`config.mk`:
```
export PLATFORM = sky130hd
export DESIGN_NAME = ks_subtractor_pipe
export DESIGN_NICKNAME = d
export VERILOG_FILES = /design/src/rtl/ks_pkg.sv /design/src/rtl/ks_prefix_level.sv /design/src/rtl/ks_subtractor_pipe.sv
export SDC_FILE = /design/constraint.sdc
export NUM_CORES = 1
export LEC_CHECK = 0
export ABC_AREA = 1
export BUFFER_PORTS_ARGS = -buffer_cell sky130_fd_sc_hd__buf_2
export CORE_AREA = 10 10 154 156
export DETAILED_ROUTE_END_ITERATION = 10
export DIE_AREA = 0 0 164 166
export PLACE_DENSITY = 0.67
export SLEW_MARGIN = 20
export SYNTH_ARGS = -nofsm -noshare
export SYNTH_HDL_FRONTEND = slang
export SYNTH_SLANG_ARGS = --single-unit
```
`constraint.sdc`:
```
create_clock -name clk -period 3.23 [get_ports clk]
set_input_delay 0.646 -clock clk [delete_from_list [all_inputs] [get_ports clk]]
set_output_delay 0.646 -clock clk [all_outputs]
set_load 0.1 [all_outputs]
```
`src/rtl/ks_pkg.sv`:
```
// Shared Kogge-Stone prefix primitives, used by the adder and the subtractor.
package ks_pkg;

    localparam int KS_MIN_WIDTH = 4;

    typedef struct packed {
        logic p;
        logic g;
    } pg_t;

    function automatic pg_t ks_combine(pg_t hi, pg_t lo);
        pg_t r;
        r.g = hi.g | (hi.p & lo.g);
        r.p = hi.p & lo.p;
        return r;
    endfunction

endpackage

```
`src/rtl/ks_prefix_level.sv`:
```
// One registered Kogge-Stone prefix level: bit i merges with bit i-DIST.
module ks_prefix_level
    import ks_pkg::*;
#(
    parameter int WIDTH = 16,
    parameter int DIST  = 1
) (
    input  logic              clk,
    input  logic              rst,
    input  logic              adv,
    input  logic              valid_in,
    input  pg_t [WIDTH-1:0]   pg_in,
    output logic              valid_out,
    output pg_t [WIDTH-1:0]   pg_out
);

    pg_t [WIDTH-1:0] w_pg_nxt;

    for (genvar i = 0; i < WIDTH; i++) begin : g_bit
        if (i >= DIST) begin : g_merge
            assign w_pg_nxt[i] = ks_combine(pg_in[i], pg_in[i-DIST]);
        end else begin : g_pass
            assign w_pg_nxt[i] = pg_in[i];
        end
    end

    always_ff @(posedge clk) begin
        if (rst) begin
            valid_out <= 1'b0;
            pg_out    <= '0;
        end else if (adv) begin
            valid_out <= valid_in;
            pg_out    <= w_pg_nxt;
        end
    end

endmodule

```
`src/rtl/ks_subtractor_pipe.sv`:
```
// Pipelined Kogge-Stone subtractor: a - b - bin with borrow-out and signed overflow.
module ks_subtractor_pipe
    import ks_pkg::*;
#(
    parameter int WIDTH = 16
) (
    input  logic             clk,
    input  logic             rst,
    input  logic             in_valid,
    output logic             in_ready,
    input  logic [WIDTH-1:0] a,
    input  logic [WIDTH-1:0] b,
    input  logic             bin,
    output logic             out_valid,
    input  logic             out_ready,
    output logic [WIDTH-1:0] diff,
    output logic             bout,
    output logic             ovf
);

    localparam int LEVELS = $clog2(WIDTH);

    if (WIDTH < KS_MIN_WIDTH || (WIDTH & (WIDTH - 1)) != 0) begin : g_bad_width
        $error("ks_subtractor_pipe: WIDTH must be a power of two >= 4");
    end

    // Sideband that rides next to the prefix tree: original propagate, carry-in, sign bits.
    typedef struct packed {
        logic [WIDTH-1:0] p;
        logic             cin;
        logic             a_msb;
        logic             b_msb;
    } side_t;

    logic                w_adv;
    pg_t   [WIDTH-1:0]   w_pg_in;
    side_t               w_side_in;
    pg_t   [WIDTH-1:0]   r_pg_p0;
    logic                r_vld_p0;
    side_t               r_side [0:LEVELS];
    pg_t   [WIDTH-1:0]   w_pg   [0:LEVELS];
    logic  [LEVELS:0]    w_vld;
    side_t               w_side_out;
    logic  [WIDTH-1:0]   w_gfin;

    assign out_valid = w_vld[LEVELS];
    assign w_adv     = ~out_valid | out_ready;
    assign in_ready  = w_adv;

    always_comb begin
        for (int i = 0; i < WIDTH; i++) begin
            w_pg_in[i].p = a[i] ^ ~b[i];
            w_pg_in[i].g = a[i] & ~b[i];
        end
        // Carry-in (inverted borrow) folded into bit 0 so the tree needs no extra input.
        w_pg_in[0].g = (a[0] & ~b[0]) | ((a[0] ^ ~b[0]) & ~bin);
        w_side_in.p     = a ^ ~b;
        w_side_in.cin   = ~bin;
        w_side_in.a_msb = a[WIDTH-1];
        w_side_in.b_msb = b[WIDTH-1];
    end

    // Stage 0 input register plus sideband shift chain
    always_ff @(posedge clk) begin
        if (rst) begin
            r_vld_p0 <= 1'b0;
            r_pg_p0  <= '0;
            for (int k = 0; k <= LEVELS; k++) begin
                r_side[k] <= '0;
            end
        end else if (w_adv) begin
            r_vld_p0  <= in_valid;
            r_pg_p0   <= w_pg_in;
            r_side[0] <= w_side_in;
            for (int k = 1; k <= LEVELS; k++) begin
                r_side[k] <= r_side[k-1];
            end
        end
    end

    assign w_pg[0]  = r_pg_p0;
    assign w_vld[0] = r_vld_p0;

    // Prefix levels 1..LEVELS, each one register deep
    for (genvar k = 1; k <= LEVELS; k++) begin : g_lvl
        ks_prefix_level #(
            .WIDTH (WIDTH),
            .DIST  (1 << (k - 1))
        ) u_lvl (
            .clk       (clk),
            .rst       (rst),
            .adv       (w_adv),
            .valid_in  (w_vld[k-1]),
            .pg_in     (w_pg[k-1]),
            .valid_out (w_vld[k]),
            .pg_out    (w_pg[k])
        );
    end

    // Output stage, combinational from the last register
    assign w_side_out = r_side[LEVELS];

    always_comb begin
        for (int i = 0; i < WIDTH; i++) begin
            w_gfin[i] = w_pg[LEVELS][i].g;
        end
    end

    assign diff[0]         = w_side_out.p[0] ^ w_side_out.cin;
    assign diff[WIDTH-1:1] = w_side_out.p[WIDTH-1:1] ^ w_gfin[WIDTH-2:0];
    // Gated by valid so cleared data reads as "no borrow" instead of an all-zero carry.
    assign bout = out_valid & ~w_gfin[WIDTH-1];
    assign ovf  = (w_side_out.a_msb ^ w_side_out.b_msb) & (w_side_out.a_msb ^ diff[WIDTH-1]);

endmodule

```
# Word level (Yosys, flattened, before mapping)
# Memory sizes are Yosys's and may differ from the RTL's.
# Index checks and enable logic that the tools add are counted.
dict set report classes {
  n_mux 10
  n_bitwise 199
}
# op count
set ops {}
lappend ops {{bitwise AND 1 bit} 102}
lappend ops {{two-way mux 19 bit} 5}
lappend ops {{bitwise OR 1 bit} 56}
lappend ops {{inverter 1 bit} 19}
lappend ops {{XOR 1 bit} 19}
lappend ops {{inverter 16 bit} 1}
lappend ops {{XOR 16 bit} 1}
lappend ops {{XOR 15 bit} 1}
lappend ops {{two-way mux 1 bit} 5}
dict set report totals {
  regBits 134
  ram_bits 95
  output_inout_bits 20
  wordCells 344
  memories 1
}
# memory depth word_bits read_ports rd_clocked_by_memory_dff wr line_no
set mem_list {}
lappend mem_list {r_side 5 19 5 0 5 ks_subtractor_pipe.sv:40} ;# side_t r_side [0:LEVELS];

# Longest topological paths before layout
dict set report depth {
  ltp_word 6
  depth_mapped 7
  mapped_depth_nobuf 6
}

# By module
# A second synthesis with hierarchy kept.
dict set report hier_totals {
  hier_cells 1257
  hier_area_um2 10669.0
}
# mod n_inst cells_each area_each_um2
set by_module_without_submodules {}
lappend by_module_without_submodules {ks_subtractor_pipe 1 488 5170.0}
lappend by_module_without_submodules {{ks_prefix_level (g_lvl[1].u_lvl)} 1 204 1383.8}
lappend by_module_without_submodules {{ks_prefix_level (g_lvl[2].u_lvl)} 1 198 1380.1}
lappend by_module_without_submodules {{ks_prefix_level (g_lvl[4].u_lvl)} 1 176 1371.3}
lappend by_module_without_submodules {{ks_prefix_level (g_lvl[3].u_lvl)} 1 191 1363.8}

# Worst setup path after synthesis
# No wires, ideal clock.
dict set report synth_path {
  path_kind {flip-flop to output port}
  from {register g_lvl[4].u_lvl.valid_out}
  to {output port bout}
  arrival_time_ns 2.347
  t_required_ns 2.584
  setup_slack_ns 0.237
  path_stages_with_launch 3
  n_path_buf 0
  cell_sequence {dfxtp_1 inv_1 nor2_1}
}
dict set report synth_via {
  elab_chain_len 1
}
# element line_no
set synth_lines {}
lappend synth_lines {{start: declaration} ks_prefix_level.sv:13} ;# output logic valid_out,
lappend synth_lines {{start signal: assignment} ks_prefix_level.sv:32} ;# valid_out <= valid_in;
lappend synth_lines {{bitwise AND 1 bit} ks_subtractor_pipe.sv:112} ;# assign bout = out_valid & ~w_gfin[WIDTH-1];
lappend synth_lines {{end: declaration} ks_subtractor_pipe.sv:17} ;# output logic bout,
# No other way between the ends.

==> insert_results.sql <==
INSERT INTO impl_metrics (metric_group, metric, value, unit) VALUES
('global_routing', 'initial_antenna_violation_count', '0', ''),
('cts', 'cts_setup_buffers', '0', ''),
('drt', 'first_iter_violations', '475', ''),
('setup_path', 'worstRegToRegCells', '2', ''),
('floorplanning', 'dieHeight', '166', 'um'),
('cts', 'cts_resized', '0', ''),
('timing', 'finalCriticalPeriod', '2.32', 'ns'),
('floorplanning', 'row_count', '53', ''),
('synth', 'synth-seq-area-share', '60.2', '%'),
('setup_path', 'worstSetupStartpoint', 'r_side[0][76]', ''),
('floorplanning', 'floorplan.die_area', '27200', 'um2'),
('final_layout', 'fin_util', '51.6', '%'),
('place', 'placement.cell_area', '9850', 'um2'),
('outcome', 'status', 'completed', ''),
('drt', 'route.detailed.wl_per_inst', '12.2', 'um'),
('synth', 'yosys_warnings', '0', ''),
('power', 'lkg_pwr', '5.55', 'nW'),
('cts', 'path_clk_slew', '0.06', 'ns'),
('timing', 'timing.slew.headroom', '44.7', '%'),
('cts', 'cts_bufs_inserted', '24', ''),
('cts', 'clock_path_buffers', '3', ''),
('setup_path', 'crit_required', '2.58', 'ns'),
('synth', 'syn_area', '9200', 'um2'),
('drt', 'vias_per_inst', '4.39', ''),
('timing', 'hold-worst-slack', '0.405', 'ns'),
('power', 'power.density_cell_area', '585', 'nW/um2'),
('timing', 'number_of_hold_slack_violations_in_the_final_timing_report', '0', ''),
('floorplanning', 'fp.dieW', '164', 'um'),
('setup_path', 'crit_end', 'ovf', ''),
('setup_path', 'ff2ff_setup_slack', '1.46', 'ns'),
('synth', 'syn_inst_count', '1115', ''),
('place', 'place.gp.congestion', '0.808', ''),
('timing', 'fin_skew', '0.00837', 'ns'),
('place', 'portBuffers', '56', ''),
('drt', 'postRouteWirelength', '17800', 'um'),
('timing', 'fmax', '431', 'MHz'),
('synth', 'synth-xor-area-share', '1.43', '%'),
('synth', 'synthDominantCellAreaShare', '31.0', '%'),
('setup_path', 'crit_path_max_fanout', '2', ''),
('timing', 'slew_viol_final', '0', ''),
('final_layout', 'final_cell_area', '10700', 'um2'),
('global_routing', 'grt_first_pass_wirelength', '30300', 'um'),
('timing', 'setup_slack', '0.908', 'ns'),
('cts', 'cts-htree-levels', '1', ''),
('setup_path', 'rr_endpoint', 'r_side[0][15]', ''),
('setup_path', 'cp_cell_sequence', 'nor2_1 -> nand3_1 -> nand2_1 -> buf_2', ''),
('floorplanning', 'design.core.area', '20700', 'um2'),
('setup_path', 'cp_slowest_cell', 'buf_2', ''),
('place', 'preCtsSetupSlack', '1.02', 'ns'),
('synth', 'netlist-cell-type-count', '16', ''),
('global_routing', 'largest_net_degree_at_the_start_of_global_routing', '85', ''),
('final_layout', 'signed_area_change_from_the_synthesized_netlist_to_the_final_layout', '16.1', '%'),
('timing', 'ratio_of_final_minimum_period_to_clock_period', '71.9', '%'),
('final_layout', 'fill_cells', '1939', ''),
('synth', 'combinational_family_with_the_most_area_after_synthesis', 'simple AND/OR/NAND/NOR gates', ''),
('synth', 'arithmetic_cell_share_of_the_synthesized_area_counting_full_adders_half_adders_and_majority_gates', '2.18', '%'),
('global_routing', 'grt_use_total', '13.2', '%'),
('final_layout', 'final_net_count', '1223', ''),
('synth', 'synth.area.mux_share', '0', '%'),
('global_routing', 'grt_pass1_vias', '6094', ''),
('cts', 'clock_sinks', '229', ''),
('setup_path', 'startpoint_type', 'flop', ''),
('synth', 'postSynthAreaPerCell', '8.25', 'um2'),
('setup_path', 'r2r-start', 'g_lvl[4].u_lvl.valid_out', ''),
('cts', 'cts.root.buffer_cell', 'clkbuf_16', ''),
('timing', 'worst_pin_slew', '0.830', 'ns'),
('cts', 'hold_buf_cts', '0', ''),
('synth', 'synth_compound_gate_area_share', '0.871', '%'),
('synth', 'netlist_top_cells_area', 'edfxtp_1, dfxtp_1, nand2_1, inv_1, nor2_1', ''),
('min_path', 'hp_class', 'in -> reg', ''),
('drt', 'firstDrtPassIters', '5', '');
cell families (layout without fill, tap and decap cells):
logic type | count (synthesis) | in the layout
AND/OR/NAND/NOR | 597 | 597
buffers and inverters | 242 | 314
flip-flops | 229 | 229
adder cells (fa/ha/maj) | 16 | 16
AO/OA/AOI/OAI | 16 | 16
XOR/XNOR | 15 | 15
power by group:
part	switching [W]	internal, W	leakage, nW
sequential	0.0000548	0.00311	2.23
clock	0.00107	0.00172	0.417
combinational	0.000203	0.0000898	2.90
total	0.00133	0.00492	5.55
cell usage in the layout (no fill, tap or decap):
master	instances
clkbuf_1	3
buf_4	6
clkinv_2	6
nand3_4	1
xor2_1	15
dfxtp_1	134
nor2_4	1
inv_2	2
buf_12	7
o21ai_0	15
clkbuf_8	6
ha_1	16
bufinv_16	1
nand2_1	461
buf_2	56
a21oi_4	1
nand3_1	50
nand2_2	1
clkbuf_16	27
inv_1	200
edfxtp_1	95
nor2_1	83
per-layer routing:
| layer | share of wire (%) | GRT usage (%) |
|---|---|---|
| met2 | 43 | 20.0 |
| met5 | 0 | 0 |
| met3 | 5.0 | 2.45 |
| met1 | 50 | 19.1 |
| met4 | 1.7 | 3.30 |
worst min-delay path by stage:
stage / end / from / cells past startpoint
after floorplan: g_lvl[3].u_lvl.valid_out / g_lvl[3].u_lvl.valid_out / 2
after global placement: r_vld_p0 / r_vld_p0 / 2
after detailed placement: g_lvl[1].u_lvl.valid_out / g_lvl[1].u_lvl.valid_out / 2
after CTS: r_vld_p0 / in_valid / 3
after global routing: r_vld_p0 / in_valid / 3
final: r_vld_p0 / in_valid / 3
synth_stat cells, drive strengths merged:
cell type / n
nor2: 84
dfxtp: 134
inv: 202
o21ai: 15
xor2: 15
edfxtp: 95
a21oi: 1
clkbuf: 20
buf: 20
nand3: 51
ha: 16
nand2: 462
stage by stage:
stage,power (W),instances
2_1_floorplan,0.00342,1115
3_3_place_gp,0.00351,1419
3_5_place_dp,0.00352,1419
4_1_cts,0.00631,1462
5_1_grt,0.00649,1462
6_report,0.00625,1462
registers in the layout, summed over array words and instances (netlist names):
name and count:
g_lvl.u_lvl.pg_out 98, r_side 95, r_pg_p0 31, g_lvl.u_lvl.valid_out 4
r_vld_p0 1
final cells by class:
type | count | area [um2] | area share [%]
inverters | 202 | 758 | 7.10
clock buffers | 36 | 769 | 7.20
flip-flops and latches | 229 | 5540 | 51.8
multi-input cells | 644 | 2750 | 25.7
well taps | 275 | 344 | 3.22
repair buffers | 69 | 465 | 4.36
clock inverters | 7 | 60.1 | 0.562
critical path: cells and delay by family (launching register included):
kind                   cells  cell delay, ns
buffers and inverters      1            0.43
DFF                        1            0.41
and+or+nand+nor            3            0.33
Note: power is estimated with default switching activity, not from simulation.
